`config.mk`:
```
export PLATFORM = sky130hd
export DESIGN_NAME = keypad_scanner
export DESIGN_NICKNAME = d
export VERILOG_FILES = /design/src/rtl/keypad_pkg.sv /design/src/rtl/keypad_col_sync.sv /design/src/rtl/keypad_scanner.sv
export SDC_FILE = /design/constraint.sdc
export NUM_CORES = 1
export LEC_CHECK = 0
export BUFFER_PORTS_ARGS = -buffer_cell sky130_fd_sc_hd__buf_2
export CAP_MARGIN = 20
export CORE_MARGIN = 2
export CORE_UTILIZATION = 54
export CTS_CLUSTER_DIAMETER = 200
export CTS_CLUSTER_SIZE = 40
export DETAILED_ROUTE_END_ITERATION = 8
export PLACE_DENSITY_LB_ADDON = 0.05
export SLEW_MARGIN = 20
export SYNTH_ARGS = -nofsm -noshare
export SYNTH_HDL_FRONTEND = slang
export SYNTH_SLANG_ARGS = --single-unit
```
`constraint.sdc`:
```
create_clock -name clk -period 3.9 [get_ports clk]
set_clock_uncertainty 0.1 [all_clocks]
set_input_delay 0.39 -clock clk [delete_from_list [all_inputs] [get_ports clk]]
set_output_delay 0.39 -clock clk [all_outputs]
set_load 0.01 [all_outputs]
```
`src/rtl/keypad_pkg.sv`:
```
// keypad_pkg: shared types and constants for the keypad scanner.
package keypad_pkg;
  localparam int ROWS = 4;
  localparam int COLS = 4;
  typedef logic [3:0] key_code_t;
  typedef enum logic [1:0] {IDLE, PRESS_DB, HELD, REL_DB} state_t;
  typedef enum logic [1:0] {F_NONE, F_SINGLE, F_MULTI} frame_t;
endpackage

```
`src/rtl/keypad_col_sync.sv`:
```
// keypad_col_sync: 2-flop synchroniser for the asynchronous column lines.
module keypad_col_sync
  import keypad_pkg::*;
(
  input  logic            clk,
  input  logic            reset_n,
  input  logic [COLS-1:0] d,
  output logic [COLS-1:0] q
);
  logic [COLS-1:0] meta;
  always_ff @(posedge clk or negedge reset_n)
    if (!reset_n) begin
      meta <= '1;
      q    <= '1;
    end else begin
      meta <= d;
      q    <= meta;
    end
endmodule

```
`src/rtl/keypad_scanner.sv`:
```
// keypad_scanner: 4x4 keypad row scan, frame-level debounce and ghost rejection.
// Define KEYPAD_REPEAT_EN to emit auto-repeat events while a key stays held.
module keypad_scanner
  import keypad_pkg::*;
#(
  parameter int SCAN_DIV        = 1000,
  parameter int DEBOUNCE_FRAMES = 8,
  parameter int REPEAT_FRAMES   = 64
) (
  input  logic            clk,
  input  logic            reset_n,
  input  logic [COLS-1:0] col_n,
  input  logic            inhibit,
  output logic [ROWS-1:0] row_n,
  output key_code_t       key_code,
  output logic            key_valid,
  output logic            key_held
);
  localparam int DW = $clog2(SCAN_DIV);
  localparam int CW = $clog2(DEBOUNCE_FRAMES + 1);
  localparam logic [CW-1:0] DONE = CW'(DEBOUNCE_FRAMES);
  logic [DW-1:0] div;
  logic [1:0] row, acc_cnt, slot_cnt;
  logic [COLS-1:0] col_s;
  key_code_t acc_code, slot_code, cand, cand_n;
  state_t state, state_n;
  frame_t f_res;
  logic [CW-1:0] cnt, cnt_n, cnt_inc;
  logic slot_end, frame_end, hit, same_cand, ev_q, ev_n;
`ifdef KEYPAD_REPEAT_EN
  localparam int RW = $clog2(REPEAT_FRAMES + 1);
  logic [RW-1:0] rep, rep_n, rep_inc;
  assign rep_inc = (rep == RW'(REPEAT_FRAMES)) ? rep : rep + 1'b1;
`endif

  keypad_col_sync u_sync (.clk(clk), .reset_n(reset_n), .d(col_n), .q(col_s));

  assign slot_end  = div == DW'(SCAN_DIV - 1);
  assign frame_end = slot_end && row == 2'd3;
  assign row_n     = ~(ROWS'(1) << row);
  assign key_valid = ev_q & ~inhibit;
  assign key_held  = state == HELD || state == REL_DB;

  // Key count saturates at 2: anything beyond one key is a ghost-prone MULTI frame.
  always_comb begin
    slot_cnt  = acc_cnt;
    slot_code = acc_code;
    for (int c = 0; c < COLS; c++)
      if (!col_s[c]) begin
        slot_cnt  = (slot_cnt == 2'd2) ? 2'd2 : slot_cnt + 2'd1;
        slot_code = {row, 2'(c)};
      end
  end

  assign f_res     = (slot_cnt == 2'd0) ? F_NONE : (slot_cnt == 2'd1) ? F_SINGLE : F_MULTI;
  assign hit       = f_res == F_SINGLE;
  assign same_cand = hit && slot_code == cand;
  assign cnt_inc   = (cnt == DONE) ? cnt : cnt + 1'b1;

  always_comb begin
    state_n = state;
    cnt_n   = cnt;
    cand_n  = cand;
    ev_n    = 1'b0;
`ifdef KEYPAD_REPEAT_EN
    rep_n   = rep;
`endif
    if (frame_end)
      case (state)
        IDLE:
          if (hit) begin
            cand_n = slot_code;
            cnt_n  = CW'(1);
            ev_n   = DEBOUNCE_FRAMES == 1;
            if (DEBOUNCE_FRAMES == 1) state_n = HELD;
            else state_n = PRESS_DB;
          end
        PRESS_DB:
          if (same_cand) begin
            cnt_n = cnt_inc;
            ev_n  = cnt_inc == DONE;
            if (cnt_inc == DONE) state_n = HELD;
          end else if (hit) begin
            cand_n = slot_code;
            cnt_n  = CW'(1);
          end else state_n = IDLE;
        HELD:
          if (!same_cand) begin
            cnt_n = CW'(1);
            if (DEBOUNCE_FRAMES == 1) state_n = IDLE;
            else state_n = REL_DB;
`ifdef KEYPAD_REPEAT_EN
            rep_n = '0;
          end else begin
            ev_n  = rep_inc == RW'(REPEAT_FRAMES);
            rep_n = ev_n ? '0 : rep_inc;
`endif
          end
        REL_DB:
          if (same_cand) state_n = HELD;
          else begin
            cnt_n = cnt_inc;
            if (cnt_inc == DONE) state_n = IDLE;
          end
        default: state_n = IDLE;
      endcase
  end

  always_ff @(posedge clk or negedge reset_n)
    if (!reset_n) begin
      div      <= '0;
      row      <= '0;
      acc_cnt  <= '0;
      acc_code <= '0;
      state    <= IDLE;
      cnt      <= '0;
      cand     <= '0;
      ev_q     <= 1'b0;
      key_code <= '0;
`ifdef KEYPAD_REPEAT_EN
      rep      <= '0;
`endif
    end else begin
      div <= slot_end ? '0 : div + 1'b1;
      if (slot_end) begin
        row      <= row + 2'd1;
        acc_cnt  <= frame_end ? 2'd0 : slot_cnt;
        acc_code <= slot_code;
      end
      state <= state_n;
      cnt   <= cnt_n;
      cand  <= cand_n;
      ev_q  <= ev_n;
      if (ev_n) key_code <= cand_n;
`ifdef KEYPAD_REPEAT_EN
      rep <= rep_n;
`endif
    end
endmodule

```
**Yosys cells after proc, flatten, opt, wreduce, memory -nomap -nowiden**

Cells that the tools add are included.

- Add/subtract/negate cells: 7
- $mul: 0
- Div/mod/pow operators: 0
- Magnitude comparators: 0
- Equality and inequality tests: 20
- Shift operators: 1
- Mux-type cells: 37
- Bitwise operators: 3
- Reduce and logical (&&, ||, !) cells: 7

Operators by type and width:

| cell | number |
|---|---|
| two-way mux 4 bit | 12 |
| two-way mux 2 bit | 18 |
| case mux 4 bit (4 select lines) | 1 |
| equality test 2 bit (second input constant) | 7 |
| adder 10 x 1 -> 10 bit (second input constant) | 1 |
| adder 2 x 1 -> 2 bit (second input constant) | 5 |
| equality test 10 bit (second input constant) | 1 |
| two-way mux 10 bit | 1 |
| equality test 4 bit (second input constant) | 2 |
| case mux 2 bit (4 select lines) | 1 |
| case mux 4 bit (2 select lines) | 1 |
| equality test 2 x 1 -> 1 bit (second input constant) | 3 |
| != test 2 bit (second input constant) | 3 |
| != test 3 bit (second input constant) | 2 |
| AND reduction 6 bit | 1 |
| adder 4 x 1 -> 4 bit (second input constant) | 1 |
| equality test 4 bit | 1 |
| zero test 2 bit | 2 |
| inverter 4 bit | 1 |
| << shifter 1 x 2 -> 4 bit (first input constant) | 1 |
| two-way mux 1 bit | 3 |
| != test 3 x 2 -> 1 bit (second input constant) | 1 |
| AND reduction 3 bit | 1 |
| logical AND 1 bit | 2 |
| 3 further kinds | 3 |

- Register bits: 41
- Bits in latches: 0
- Memory bits (writable): 0
- ROM bits: 0
- Input port bits: 7
- Memories: 0

**Logic depth before layout (Yosys ltp)**

Gate-level depths: netlist of the first run.

- Word-level depth: 20
- Mapped depth: 14
- Gate-level depth less buffers: 13

**Modules after synthesis**

A second synthesis of the first run with hierarchy kept.

- Cell total of the unflattened synthesis: 241
- Area total of the unflattened synthesis: 2442.3 µm²

Modules (own cells, without submodules):

| module | times used | cells an instance | area each (µm²) | seq. area each (µm²) |
|---|---|---|---|---|
| keypad_scanner | 1 | 233 | 2232.1 | 825.8 |
| keypad_col_sync | 1 | 8 | 210.2 | 210.2 |

**Worst setup path after synthesis of the first run**

Ideal clock, no wire load.

- Kind: reg-to-reg
- Start: register acc_cnt[0]
- End: register cnt[0]
- Arrival time: 3.482 ns
- Data required time: 3.679 ns
- Slack: 0.197 ns
- Stages on the path, launching flop included: 15
- Path buffers: 1
- Period minus slack after synthesis: 3.703 ns
- Cells stage by stage: dfrtp_1 -> inv_1 -> ha_1 -> or2_0 -> mux4_2 -> nor2_1 -> xnor2_1 -> ha_1 -> nor2_1 -> nand2_1 -> a2111o_1 -> or2_1 -> buf_2 -> o211a_1 -> o22a_1

- Word-level cells in the longest chain between the ends: 19

RTL lines:

| item | line | RTL |
|---|---|---|
| start, declared | keypad_scanner.sv:23 | `logic [1:0] row, acc_cnt, slot_cnt;` |
| start signal, assigned | keypad_scanner.sv:127 | `acc_cnt <= frame_end ? 2'd0 : slot_cnt;` |
| adder 2 x 1 -> 2 bit / equality test 2 bit (equally long branches) | keypad_scanner.sv:50 | `slot_cnt = (slot_cnt == 2'd2) ? 2'd2 : slot_cnt + 2'd1;` |
| two-way mux 2 bit | keypad_scanner.sv:50 |  |
| two-way mux 2 bit (*) | keypad_scanner.sv:49 | `if (!col_s[c]) begin` |
| adder 2 x 1 -> 2 bit / equality test 2 bit (equally long branches) | keypad_scanner.sv:50 |  |
| two-way mux 2 bit | keypad_scanner.sv:50 |  |
| two-way mux 2 bit (*) | keypad_scanner.sv:49 |  |
| adder 2 x 1 -> 2 bit / equality test 2 bit (equally long branches) | keypad_scanner.sv:50 |  |
| two-way mux 2 bit | keypad_scanner.sv:50 |  |
| [... 3 more ...] | -- |  |
| two-way mux 2 bit (*) | keypad_scanner.sv:49 |  |
| equality test 2 x 1 -> 1 bit | keypad_scanner.sv:55 | `assign f_res = (slot_cnt == 2'd0) ? F_NONE : (slot_cnt == 2'd1) ? F_SINGLE : F_MULTI;` |
| two-way mux 2 bit | keypad_scanner.sv:55 |  |
| two-way mux 2 bit (*) | keypad_scanner.sv:55 |  |
| equality test 2 x 1 -> 1 bit (*) | keypad_scanner.sv:56 | `assign hit = f_res == F_SINGLE;` |
| two-way mux 4 bit / logical AND 1 bit (equally long branches) | -- |  |
| two-way mux 4 bit / != test 2 bit (equally long branches) | -- |  |
| case mux 4 bit (4 select lines) / AND reduction 3 bit (equally long branches) | -- |  |
| end signal, assigned | keypad_scanner.sv:131 | `cnt <= cnt_n;` |
| end, declared | keypad_scanner.sv:28 | `logic [CW-1:0] cnt, cnt_n, cnt_inc;` |

Every way passes the cells marked *; elsewhere a longest branch is shown, timed or not.
A chain may end at the register's enable or synchronous reset.

**Worst setup path after layout of the first run**

Ends and elaborated chain as after synthesis.

==> flow_summary.toml, run 1 <==
[route]
drtIter0Drc = 48
ant_nets = 0
num_vias = 1696
drt_first_pass_iters = 4
vias_per_cell = 5.51
wire_per_inst_um = 14.1
drc = 0
wirelength_um = 4360

[worst_setup_path]
cp_max_fo = 7
cp-end-kind = "flip-flop"
crit_type = "flip-flop to flip-flop"
slowest_stage = "mux4_2"
crit_chain = "inv_1 -> ha_4 -> or2_0 -> mux4_2 -> nor2_1 -> xnor2_1 -> ha_1 -> nor2_2 -> nand2_1 -> a2111o_1 -> or2_4 -> o211a_1 -> o22a_1"
slowest_delay_ns = 0.47
required_ns = 3.98
worstPathArrival_ns = 3.78
worstSetupStartpointType = "flip-flop"

[clock_tree]
cts.hold.buffers_added = 0
cts.path.max_buffers = 2
clkTransAtPathRegs_ns = 0.08
cts_root_buffer = "clkbuf_8"
clk_latency_ns = 0.29
cts_buffers = 5
htree_levels = 2
cts_tree = "yes"
clock-sinks = 41

[grt]
grt_pass1_vias = 1612
grt_pass1_wl_um = 7420
grt_max_degree = 42
antenna_found_initial = 0
grt.overflow.total = 0
track_usage_pct = 18.9

[timing]
post-route-period-util_pct = 94.9
whs_ns = 0.0886
setup_viol = 0
tightest_slew_ns = 0.878
rsz0062_at_grt = "no"
drv_slew = 0
fmax_mhz = 270
relSlewSlack_pct = 41.5
finalHoldViolations = 0
min_period_ns = 3.70
setup_tns_ns = 0

[logic_synthesis]
netlist_instances = 233
ys_warn_count = 0
synth_fp_nets = 250
ys_seq_area_share_pct = 43.2
synthFlopType = "dfrtp_1"
synthArstFlopShare_pct = 100
synth_edf_count = 0
syn_area_sq_um = 2400
synth_cell_types = 55
ys_ff_latch = 41
synth.top_cell.area_share_pct = 34.4
synth.largest_area_cell = "dfrtp_1"
synth.area.top_cells = "dfrtp_1 (34%), dfstp_2 (8.8%), ha_1 (5.2%)"
syn_area_per_cell_sq_um = 10.3

[placement]
gp_congestion = 0.830
port_buffers = 16
hpwlAfterDp_um = 3210
dpl_cell_area_sq_um = 2540

[floorplan]
die_area_sq_um = 4990
ios = 17
core_area_sq_um = 4320
rows = 24
fp.dieH_um = 70.6
start_util_pct = 55.4
die_w_um = 70.6

[power]
finalPower_uw = 780
leakage_nw = 1.18
p_per_area_nw_per_um2 = 293
peakVddDrop_mv = 0.239

[final_layout]
final_core_utilization_pct = 61.5
num_antenna_cells = 0
layout-drive-gt1-share_pct = 23.8
fin_area_sq_um = 2660
areaGrowthSynthToFinish_pct = 10.9
finalNetCount = 272

[status]
status = "finished clean"

[job]
cap_violations = 0

[worst_hold_path]
hp-class = "input port to flip-flop"
metal layers:
metal	global-route usage (%)	up-vias	routed length, um
met5	0	-	0
met4	5.03	0	33
met3	4.27	4	116
met2	29.5	17	1970
met1	27.0	810	2240
li1	-	865	-
cells in the final DEF (no fill, tap or decap), drive strengths merged, types with 3 or more instances in the layout:
master / n
nor2: 20
and2: 3
o21ai: 9
nand3: 7
a31oi: 5
nand4: 3
ha: 10
xor2: 6
a21oi: 4
nand2: 20
nor3: 5
mux2i: 3
buf: 20
nor2b: 5
or2: 4
and3: 4
nand2b: 6
nor4: 3
dfstp: 8
a211o: 3
clkbuf: 6
o2111ai: 3
mux2: 12
a21boi: 3
dfrtp: 33
inv: 16
xnor2: 10
where the power goes:
group / switching, mW / total, mW / internal [mW]
Sequential: 0.00782 / 0.441 / 0.433
Combinational: 0.0320 / 0.0533 / 0.0213
Clock: 0.143 / 0.286 / 0.143
Total: 0.183 / 0.780 / 0.597
metrics by stage:
stage | instances | setup slack (ns)
2_1_floorplan | 233 | 0.197
3_3_place_gp | 299 | 0.144
3_5_place_dp | 299 | 0.0313
4_1_cts | 307 | 0.00700
5_1_grt | 308 | 0.0248
6_report | 308 | 0.199
kinds of logic after synthesis:
group	Yosys count	synth area share (%)
xor gates and xnor gates	16	5.85
AOI/OAI and AO/OA	45	14.7
and+or+nand+nor	83	18.0
DFF	41	43.2
muxes	17	9.39
buffers and inverters	21	3.65
adders and majority gates	10	5.22
flip-flops by register name, indices dropped and copies added (netlist names), 2 cells and up, named ones only:
signal and count:
div 10, acc_code 4, cand 4, cnt 4
key_code 4, u_sync.meta 4, u_sync.q 4, acc_cnt 2
row 2
critical path: cells and delay by family (launching register included):
kind | cells | cell delay (ns)
AOI/OAI and AO/OA | 3 | 0.93
DFF | 1 | 0.41
muxes | 1 | 0.47
adders and majority gates | 2 | 0.50
and+or+nand+nor | 5 | 0.90
buffers and inverters | 1 | 0.16
xor gates and xnor gates | 1 | 0.14
layout make-up:
class,instances,area [sq um]
timing repair buffer,20,110
inverter,16,60.1
multi-input combinational,171,1290
fill,403,1670
sequential,41,1040
clock inverter,2,13.8
tap,52,65.1
clock buffer,6,82.6
cell usage after synthesis, types with 2 or more instances:
master	instances
a211o_1	3
a21bo_2	2
a21boi_0	2
a21oi_1	3
a31oi_1	5
and2_1	3
and3_1	4
buf_4	2
clkbuf_1	2
dfrtp_1	33
dfstp_2	8
ha_1	10
inv_1	16
mux2_2	7
mux2_4	4
mux2i_1	3
mux4_2	2
nand2_1	20
nand2b_1	6
nand3_1	7
nand4_1	3
nor2_1	20
nor2b_1	5
nor3_1	5
nor4b_1	2
o2111ai_1	2
o21ai_0	8
o21bai_1	2
o22ai_1	2
o41ai_1	2
or2_0	2
xnor2_1	10
xor2_1	6
what timing repair did:
item,in CTS,in global routing
resized for setup,0,3
setup buffers,0,1
setup endpoints to repair,0,5
final timing paths:
kind | startpoint | endpoint | slack, ns | cells after the start
setup / recovery | acc_cnt[0] | cnt[0] | 0.20 | 13
hold / removal | col_n[2] | u_sync.meta[2] | 0.09 | 1
setup reg to reg | acc_cnt[0] | cnt[0] | 0.20 | 13
hold reg to reg | u_sync.meta[3] | u_sync.q[3] | 0.26 | 0
max in group asynchronous | reset_n | acc_code[3] | 3.03 | 1
min in group asynchronous | reset_n | div[8] | 0.12 | 1
Power figures use the tool's default switching activity.
==> run 2: changes to the inputs <==
--- a/config.mk
+++ b/config.mk
@@ -8,7 +8,8 @@
 export BUFFER_PORTS_ARGS = -buffer_cell sky130_fd_sc_hd__buf_2
 export CAP_MARGIN = 20
 export CORE_MARGIN = 2
-export CORE_UTILIZATION = 54
+export CORE_UTILIZATION = 56
+export CTS_BUF_LIST = sky130_fd_sc_hd__clkbuf_4
 export CTS_CLUSTER_DIAMETER = 200
 export CTS_CLUSTER_SIZE = 40
 export DETAILED_ROUTE_END_ITERATION = 8
==> run 2 against run 1 <==
Against the previous run:
- critical endpoint unchanged
- global-route usage grew 1.3 points
- highest routed layer unchanged
- sequential power about the same
- via count is 5.0% higher
- register-to-register slack hardly changed
==> flow_summary.toml, run 2 (synthesis gave the netlist of run 1 again) <==
[floorplan]
die_w_um = 69.4
ios = 17
core_area_sq_um = 4060
fp.dieH_um = 69.4
rows = 23
die_area_sq_um = 4820
start_util_pct = 59.1

[route]
drc = 0
wirelength_um = 4600
ant_nets = 0
vias_per_cell = 5.72
num_vias = 1780
drt_first_pass_iters = 4
wire_per_inst_um = 14.8
drtIter0Drc = 100

[power]
peakVddDrop_mv = 0.241
leakage_nw = 1.18
p_per_area_nw_per_um2 = 268

[final_layout]
layout_commonest_cell = "dfrtp_1"
largest_register_ffs = 10
num_antenna_cells = 0
areaGrowthSynthToFinish_pct = 11.3
multi_input_comb_area_sq_um = 1290
fillers = 324
fin_area_sq_um = 2670
final_cells = 311
seqCellArea_sq_um = 1040
layout-drive-gt1-share_pct = 23.8
top_register = "div"
final_core_utilization_pct = 65.7
layout_common_cells = "dfrtp_1 (33), nand2_1 (20), nor2_1 (19)"
finalNetCount = 277

[worst_hold_path]
hp-class = "input port to async pin"

[status]
status = "finished clean"

[clock_tree]
clkTransAtPathRegs_ns = 0.12
htree_levels = 2
clock-sinks = 41
cts_root_buffer = "clkbuf_4"
cts.path.max_buffers = 2
cts_buffers = 5
cts_tree = "yes"
clk_latency_ns = 0.34

[grt]
track_usage_pct = 20.2
grt.overflow.total = 0
antenna_found_initial = 0
grt_pass1_wl_um = 7820
grt_max_degree = 42
grt_pass1_vias = 1694

[timing]
finalHoldViolations = 0
fin_ws_ns = 0.205
fmax_mhz = 271
rsz0062_at_grt = "no"
post-route-period-util_pct = 94.7
setup_viol = 0
setup_tns_ns = 0
min_period_ns = 3.70
relSlewSlack_pct = 38.8
tightest_slew_ns = 0.918
drv_slew = 0

[worst_setup_path]
worstSetupStartpointType = "flip-flop"
required_ns = 4.03
cp-end-kind = "flip-flop"
worstPathArrival_ns = 3.83
slowest_delay_ns = 0.47
crit_chain = "inv_1 -> ha_4 -> or2_0 -> mux4_2 -> nor2_1 -> xnor2_1 -> ha_1 -> nor2_2 -> nand2_1 -> a2111o_1 -> or2_4 -> o211a_1 -> o22a_1"
slowest_stage = "mux4_2"
crit_type = "flip-flop to flip-flop"
cp_max_fo = 7

[placement]
dp.cells = 298
dpl_cell_area_sq_um = 2540
pre_cts_ws_ns = 0.000446
gp_congestion = 0.858
hpwlAfterDp_um = 3230
port_buffers = 16

[job]
cap_violations = 0
-- run 2: changes by cell type in the layout (fill, tap and decap cells not counted) --
cell / delta
clkinv_4: -1
clkbuf_8: -6
clkinv_2: -1
clkinvlp_4: +1
dlygate4sd3_1: +4
buf_4: +1
clkbuf_4: +7
-- run 2: final timing paths --
path                       slack [ns]  cells past startpoint          end            from
setup / recovery                 0.20                     13       cnt[0]      acc_cnt[0]
setup reg to reg                 0.20                     13       cnt[0]      acc_cnt[0]
max in group asynchronous        3.05                      1       cnt[0]         reset_n
hold reg to reg                  0.26                      0  u_sync.q[2]  u_sync.meta[2]
hold / removal                   0.06                      1       div[4]         reset_n
min in group clk                 0.26                      0  u_sync.q[2]  u_sync.meta[2]
-- run 2: timing repair --
| action | 4_1_cts | 5_1_grt |
|---|---|---|
| setup endpoints to repair | 2 | 5 |
| setup buffers | 1 | 0 |
| hold buffers | 0 | 4 |
| endpoints found under the hold margin | 0 | 4 |
| gates resized for setup | 0 | 3 |
-- run 2: worst max-delay path: cells and delay by family, from the launching register on --
kind                     cells  cell delay, ns
AO/OA/AOI/OAI                3            0.91
XOR/XNOR                     1            0.14
adder cells (fa/ha/maj)      2            0.49
buffers and inverters        1            0.16
flip-flops                   1            0.41
multiplexers                 1            0.47
AND/OR/NAND/NOR              5            0.90
-- run 2: final cells by class --
class | instances | area share (%)
multi-input cells | 171 | 48.4
clock buffers | 7 | 1.97
flip-flops and latches | 41 | 38.8
well taps | 50 | 2.35
repair buffers | 25 | 5.91
inverters | 16 | 2.25
clock inverters | 1 | 0.281
-- run 2: stage by stage --
| step | power (mW) | hold slack (ns) |
|---|---|---|
| final | 0.716 | 0.0641 |
| after global routing | 0.753 | 0.111 |
| after CTS | 0.720 | 0.0123 |
| after detailed placement | 0.501 | 0.247 |
| after global placement | 0.500 | 0.247 |
| after floorplan | 0.481 | -0.00559 |
-- run 2: where the power goes --
part / internal (mW) / total [mW] / leakage [nW] / switching (mW)
clock: 0.0852 / 0.218 / 0.0324 / 0.133
combinational: 0.0238 / 0.0565 / 0.619 / 0.0327
sequential: 0.433 / 0.441 / 0.531 / 0.00780
total: 0.542 / 0.716 / 1.18 / 0.174
-- run 2: per-layer routing --
layer	vias to the layer above	track usage, %	wire [um]
met1	860	27.9	2230
li1	886	-	-
met4	0	8.28	41
met3	4	5.23	136
met5	-	0	0
met2	30	30.3	2190
